## config.mk

```make
export PLATFORM = sky130hd
export DESIGN_NAME = keypad_bcd_entry
export DESIGN_NICKNAME = d
export VERILOG_FILES = /design/src/rtl/keypad_bcd_entry.sv
export SDC_FILE = /design/constraint.sdc
export NUM_CORES = 1
export LEC_CHECK = 0
export CAP_MARGIN = 25
export CORE_ASPECT_RATIO = 0.6
export CORE_MARGIN = 2
export CORE_UTILIZATION = 68
export CTS_CLUSTER_SIZE = 40
export DETAILED_ROUTE_END_ITERATION = 7
export DONT_BUFFER_PORTS = 1
export GPL_ROUTABILITY_DRIVEN = 0
export MAX_ROUTING_LAYER = met4
export PLACE_DENSITY = 0.93
export RECOVER_POWER = 25
export REMOVE_ABC_BUFFERS = 1
export SYNTH_ARGS = -nofsm -noshare
export SYNTH_HDL_FRONTEND = slang
export SYNTH_SLANG_ARGS = --single-unit
```

## constraint.sdc

```tcl
create_clock -name clk -period 4.05 [get_ports clk]
set_input_delay 0.6075 -clock clk [delete_from_list [all_inputs] [get_ports clk]]
set_output_delay 0.6075 -clock clk [all_outputs]
set_load 0.02 [all_outputs]
```

## src/rtl/keypad_bcd_entry.sv

```systemverilog
// 4x4 matrix keypad scanner with press/release debounce, feeding an 8-digit
// BCD entry register (newest digit in [3:0]) with clear, backspace and enter.
module keypad_bcd_entry #(
    parameter int SCAN_DIV     = 1000,
    parameter int DEBOUNCE_CYC = 100000
) (
    input  logic        clk,
    input  logic        rst,
    input  logic [3:0]  row,
    output logic [3:0]  col,
    output logic [31:0] value,
    output logic [3:0]  digit_count,
    output logic        key_valid,
    output logic [3:0]  key_code,
    output logic        enter,
    output logic        full
);

    localparam int SW = (SCAN_DIV > 1) ? $clog2(SCAN_DIV) : 1;
    localparam int DW = $clog2(DEBOUNCE_CYC + 1);
    localparam logic [SW-1:0] SCAN_LAST = SW'(SCAN_DIV - 1);
    localparam logic [DW-1:0] DB_LAST   = DW'(DEBOUNCE_CYC - 1);

    typedef enum logic [1:0] {SCAN, PRESS_DB, HELD, REL_DB} state_t;

    state_t        state, next_state;
    logic [3:0]    sync1, srow;
    logic [SW-1:0] scan_cnt;
    logic [DW-1:0] db_cnt;
    logic [1:0]    col_idx, row_idx, low_row;
    logic [3:0]    row_mask, code;
    logic          scan_done, db_done, any_low, accept, col_adv;

    always_ff @(posedge clk or posedge rst) begin
        if (rst) begin
            sync1 <= 4'hF;
            srow  <= 4'hF;
        end else begin
            sync1 <= row;
            srow  <= sync1;
        end
    end

    assign scan_done = (scan_cnt == SCAN_LAST);
    assign db_done   = (db_cnt == DB_LAST);
    assign any_low   = (srow != 4'hF);
    assign row_mask  = ~(4'b0001 << row_idx);

    // Lowest-index low row wins when several keys share the driven column.
    always_comb begin
        low_row = 2'd0;
        for (int i = 3; i >= 0; i--)
            if (!srow[i]) low_row = 2'(i);
    end

    always_comb begin
        case ({row_idx, col_idx})
            4'h0: code = 4'h1;  4'h1: code = 4'h2;  4'h2: code = 4'h3;  4'h3: code = 4'hA;
            4'h4: code = 4'h4;  4'h5: code = 4'h5;  4'h6: code = 4'h6;  4'h7: code = 4'hB;
            4'h8: code = 4'h7;  4'h9: code = 4'h8;  4'hA: code = 4'h9;  4'hB: code = 4'hC;
            4'hC: code = 4'hE;  4'hD: code = 4'h0;  4'hE: code = 4'hF;  default: code = 4'hD;
        endcase
    end

    always_ff @(posedge clk or posedge rst) begin
        if (rst) state <= SCAN;
        else     state <= next_state;
    end

    always_comb begin
        next_state = state;
        case (state)
            SCAN:     if (scan_done && any_low) next_state = PRESS_DB;
            PRESS_DB: if (srow != row_mask)     next_state = SCAN;
                      else if (db_done)         next_state = HELD;
            HELD:     if (!any_low)             next_state = REL_DB;
            REL_DB:   if (any_low)              next_state = HELD;
                      else if (db_done)         next_state = SCAN;
            default:                            next_state = SCAN;
        endcase
    end

    always_comb begin
        col     = ~(4'b0001 << col_idx);
        full    = (digit_count == 4'd8);
        accept  = (state == PRESS_DB) && (next_state == HELD);
        col_adv = ((state == SCAN) && scan_done && !any_low) ||
                  ((state != SCAN) && (next_state == SCAN));
    end

    always_ff @(posedge clk or posedge rst) begin
        if (rst) begin
            scan_cnt <= '0;
            db_cnt   <= '0;
            col_idx  <= 2'd0;
            row_idx  <= 2'd0;
        end else begin
            scan_cnt <= ((state == SCAN) && !scan_done) ? scan_cnt + 1'b1 : '0;
            // Count only while staying in a debounce state; any exit restarts it.
            if (((state == PRESS_DB) || (state == REL_DB)) && (next_state == state))
                db_cnt <= db_cnt + 1'b1;
            else
                db_cnt <= '0;
            if (col_adv) col_idx <= col_idx + 2'd1;
            if ((state == SCAN) && scan_done && any_low) row_idx <= low_row;
        end
    end

    always_ff @(posedge clk or posedge rst) begin
        if (rst) begin
            value       <= '0;
            digit_count <= '0;
            key_valid   <= 1'b0;
            key_code    <= '0;
            enter       <= 1'b0;
        end else begin
            key_valid <= accept;
            enter     <= accept && (code == 4'hD);
            if (accept) begin
                key_code <= code;
                if (code <= 4'h9) begin
                    if (digit_count < 4'd8) begin
                        value       <= {value[27:0], code};
                        digit_count <= digit_count + 4'd1;
                    end
                end else if (code == 4'hE) begin
                    value       <= '0;
                    digit_count <= '0;
                end else if (code == 4'hF) begin
                    value <= {4'h0, value[31:4]};
                    if (digit_count != 4'd0) digit_count <= digit_count - 4'd1;
                end
            end
        end
    end

endmodule

```

# Word level (Yosys, flattened, before mapping)
# Memory sizes are Yosys's and may differ from the RTL's.
# Index checks and enable logic that the tools add are counted.
op_classes:
  n_addsub: 5
  order_cmp: 2
  eq_ne: 14
  shift: 2
  mux: 22
  bitwise: 2
  reduce_logical: 21
op_table:
  columns: ["operator", "count"]
  rows:
  - ["$mux W32", 4]
  - ["$mux W2", 10]
  - ["$mux W4", 5]
  - ["$add A17 B1 Y17 const B", 1]
  - ["$eq A17 B17 Y1 const B", 1]
  - ["$mux W17", 1]
  - ["$eq A4 B4 Y1 const B", 4]
  - ["$add A10 B1 Y10 const B", 1]
  - ["$eq A10 B10 Y1 const B", 1]
  - ["$mux W10", 1]
  - ["$logic_and A1 B1 Y1", 9]
  - ["$not A4 Y4", 2]
  - ["$pmux W2 S4", 1]
  - ["$shl A1 B2 Y4 const A", 2]
  - ["$eq A2 B2 Y1 const B", 3]
  - ["$reduce_bool A3 Y1", 2]
  - ["$add A4 B1 Y4 const B", 1]
  - ["$le A4 B4 Y1 const B", 1]
  - ["$logic_not A2 Y1", 2]
  - ["$lt A4 B4 Y1 const B", 1]
  - ["$ne A4 B4 Y1", 1]
  - ["$ne A4 B4 Y1 const B", 1]
  - ["$reduce_and A4 Y1", 1]
  - ["$reduce_bool A4 Y1", 1]
  - ["other kinds (9)", 11]
totals:
  ff_bits: 83
  mem_bits_ro: 64
  n_memories: 1
mem_list:
  columns: ["name", "words", "word_bits", "rd", "rd_ports_with_merged_regs", "write_ports", "line_no", "rtl"]
  rows:
  - ["(name not given)", 16, 4, 1, 0, 0, "57", "case ({row_idx, col_idx})"]

# Depth between registers and ports, before layout
logic_depth:
  word_depth: 8
  depth_mapped: 10

# Worst setup path after synthesis
# Ideal clock, no wire load.
synth_path:
  kind: "register -> register"
  start: "reg col_idx[0]"
  end: "reg digit_count[1]"
  setup_ns: 0.128
  t_arrival_ns: 2.118
  slack_ns: 1.804
  stages_incl_launch_ff: 9
  cell_sequence: "dfrtp_1 > inv_2 > ha_1 > inv_1 > mux4_2 > and2_1 > o211a_4 > o21ai_2 > mux2_1"
synth_via:
  elab_chain_len: 4
synth_lines:
  columns: ["element", "line_no", "rtl"]
  rows:
  - ["start, declared", "30", "logic [1:0] col_idx, row_idx, low_row;"]
  - ["start signal, assigned", "104", "if (col_adv) col_idx <= col_idx + 2'd1;"]
  - ["$mem_v2 Z16 W4 *", null, null]
  - ["$le A4 B4 Y1 (tied with other cells)", "121", "if (code <= 4'h9) begin"]
  - ["$ne A2 B1 Y1 (no source line) (tied with other cells)", null, null]
  - ["$reduce_and A4 Y1 (no source line) / $mux W4 (equally long branches)", null, null]
  - ["end signal, assigned", "124", "digit_count <= digit_count + 4'd1;"]
  - ["end signal, assigned", "131", "if (digit_count != 4'd0) digit_count <= digit_count - 4'd1;"]
  - ["end, declared", "12", "output logic [3:0] digit_count,"]
# Every way passes the cells marked *; elsewhere a longest branch is shown, timed or not.
# A chain may end at the register's enable or synchronous reset.

# Worst setup path in the final report
# Same ends and word-level chain as after synthesis.

==> impl_results.md <==
* Worst setup path startpoint: col_idx[0]
* Crit path capture type: register
* Kind of critical path: reg -> reg
* Share of layout cells above drive strength 1 at 0.106
* Highest routed layer: met4
* WL met2 at 3980 um
* Slowest-stage cell, CP: a21o_1
* Largest net degree at the start of global routing at 67
* Endpoints failing hold at 0
* Synthesized flop and latch total at 83
* Leakage at 1.88 nW
* Hold-fix buffer count after cts at 0
* Req. time, crit path at 4.28 ns
* Detailed-route via count at 3,227
* Io pins at 53
* XOR/XNOR Fraction of Synth Area at 0.0478
* Worst clock skew at 0.00621 ns
* First-pass GRT wire length at 14,600 um
* Placeable Area at 0.00606 mm^2
* Cells after Synth at 442
* Post-DP HPWL at 5910 um
* Top cell type's share of synthesized area at 0.445
* Routed wl met3 at 736 um
* Synth Area in Compound Gates at 0.120
* CP top delay family: compound AO/OA/AOI/OAI gates
* HP Class: in -> reg
* DRT antenna net count at 0
* DR pass1 iterations at 6
* Most common cell in the netlist: dfrtp_1
* Multi-input logic area at 0.00191 mm^2
* Crit-path cells: inv_2 -> ha_1 -> nor4b_1 -> a31o_2 -> a21o_1 -> buf_8 -> nand2_1 -> o21ai_2 -> mux2_1
* Data arrival, critical path at 3.32 ns
* Power Dens Cells at 326 mW/mm^2
* Via density at 6.22
* Top_reg_cell synth: dfrtp_1
* Wire length per cell at 17.1 um
* Reg-to-Reg End: digit_count[1]
* Mean Syn Cell Area at 9.54 um^2
* Total setup buffers inserted after CTS at 0
* Headroom to the max-slew limit at -0.458
* Max-cap violation count at 1
* Synth top area cells: dfrtp_1 (45%), nor2_1 (5.7%), nand3_1 (5.5%)
* Worst-Margin Slew at 2.18 ns
* Total negative slack at 0 ns
* Root Buffer: clkbuf_8
* FMAX at 324 MHz
* Row count at 22
* Simple-gate share of the synthesized area at 0.221
* Ys async rst share at 1.00
* Syn Std Cell Area at 0.00422 mm^2
* Vias in the first global route at 3,003
* Min cycle time layout at 3.09 ns
* Peak VDD IR at 229 uV
* EDFF count, synth at 0
* # nets final at 447
* Setup crit end: digit_count[1]
* Worst Path Buf+Inv at 2
* Post-synthesis mux area share at 0.0315
* Synth cell types at 53
* Skew-Pair Late Insertion Delay at 0.35 ns
* Final wirelength at 8880 um
* Met1 wire length at 3980 um
* CTS Buf Count at 9
* Worst path depth at 9
* Post-route cell area at 0.00440 mm^2
* DRC violations left at 0
* Die W at 106 um
* H-Tree Depth at 3
* Total die area at 0.00687 mm^2
* FF+latch area at 0.00209 mm^2
* CTS resizes at 0
* TritonCTS clock tree: done
* Placed cell areas at 0.00419 mm^2
* Worst r2r src: col_idx[0]
* Final period util at 0.763
* Die span in y at 65.0 um
* Fin. max-slew vios at 52
* Outcome: finished, violations left
* Fillcell total at 434
* Sequential fraction of the synthesis area at 0.495
* Largest family of logic cells by synthesized area: simple AND/OR/NAND/NOR gates
* Post-synth top cells: dfrtp_1 (75), nor2_1 (64), nand3_1 (46)
* ANT cells at 0
* CTS sink count at 83
* Initial antenna violation count at 0
* Reg2reg setup slack at 0.96 ns
* Starting Density at 0.696
* Gr ovfl total at 0
* Post-Synth Adder-Cell Area at 0.0327
* I/O Buffers at 0
* Largest stage delay, worst path at 0.50 ns
* Clock Path Buffers at 2
* CP max FO at 19
* Worst-path clk slew at 0.08 ns
* Violated checks: capacitance limit, slew limit
* Ys Warns at 0
* Final Setup Violations at 0
* Starting DRT DRC Count at 322
* Gr usage total at 0.285
* Worst R2R Path Depth at 9
* Yosys top cell by area: dfrtp_1
* CP Launch Type: register
* Synth-to-Final Area Change at 4.48%
* RSZ-0062 raised after global routing: false
[cell usage in the layout (no fill, tap or decap), types with 4 or more instances in the layout]
cell and n:
o211ai_1 4, dfstp_2 8, o21ai_1 4, clkbuf_8 12, ha_1 11, nand2_1 40, xnor2_1 8, o21ai_0 8
xor2_1 15, nor2_1 64, a31oi_1 28, dfrtp_1 75, a21oi_1 17, and3_1 8, inv_1 16, mux2i_1 5
nand3_1 46
[metal layers]
metal | vias to the layer above | global-route usage
li1 | 1508 | -
met1 | 1546 | 0.385
met2 | 151 | 0.400
met3 | 22 | 0.0946
met4 | 0 | 0.115
met5 | - | -
[worst register-to-register path, stage by stage, from the launching register on]
cell and delay [ns]:
dfrtp_1 0.48, inv_2 0.10, ha_1 0.35, nor4b_1 0.30, a31o_2 0.23, a21o_1 0.50, buf_8 0.25, nand2_1 0.10
o21ai_2 0.29, mux2_1 0.37
[layout make-up]
| cell class | count | area share |
|---|---|---|
| clock inverters | 4 | 0.00767 |
| well taps | 84 | 0.0239 |
| multi-input cells | 314 | 0.433 |
| flip-flops and latches | 83 | 0.474 |
| inverters | 18 | 0.0156 |
| clock buffers | 12 | 0.0375 |
| repair buffers | 4 | 0.00852 |
[per-stage QoR]
| stage | power, mW | worst slack, ns | hold slack [ns] | std cells | util |
|---|---|---|---|---|---|
| final | 1.43 | 0.960 | 0.245 | 519 | 0.727 |
| after global routing | 1.48 | 0.796 | 0.211 | 519 | 0.727 |
| after CTS | 1.45 | 0.846 | 0.224 | 518 | 0.725 |
| after detailed placement | 0.878 | 0.897 | 0.351 | 502 | 0.692 |
| after global placement | 0.877 | 1.06 | 0.347 | 502 | 0.692 |
| after floorplan | 0.871 | 1.32 | 0.345 | 415 | - |
[report_power, final]
part | switching (mW) | internal, mW
Clock | 0.297 | 0.276
Sequential | 0.00396 | 0.835
Combinational | 0.0187 | 0.00314
[flip-flops by register name, summed over array words and instances, names as in the netlist]
signal and cells:
col_idx 2, db_cnt 17, digit_count 4, enter 1, key_code 4, key_valid 1, row_idx 2, scan_cnt 10
srow 4, state 2, sync1 4, value 32
[how the worst min path moves through the flow]
stage               startpoint       end  slack, ns  cells past startpoint
finish                  row[0]  sync1[0]       0.25                      0
floorplan             sync1[0]   srow[0]       0.35                      0
CTS                     row[1]  sync1[1]       0.22                      0
global placement      sync1[3]   srow[3]       0.35                      0
global route            row[1]  sync1[1]       0.21                      0
detailed placement    sync1[0]   srow[0]       0.35                      0
[logic make-up after synthesis]
| group | Yosys count |
|---|---|
| and+or+nand+nor | 192 |
| DFF | 83 |
| AOI/OAI and AO/OA | 77 |
| buffers and inverters | 45 |
| xor gates and xnor gates | 23 |
| muxes | 11 |
| adders and majority gates | 11 |
Power figures use the tool's default switching activity.
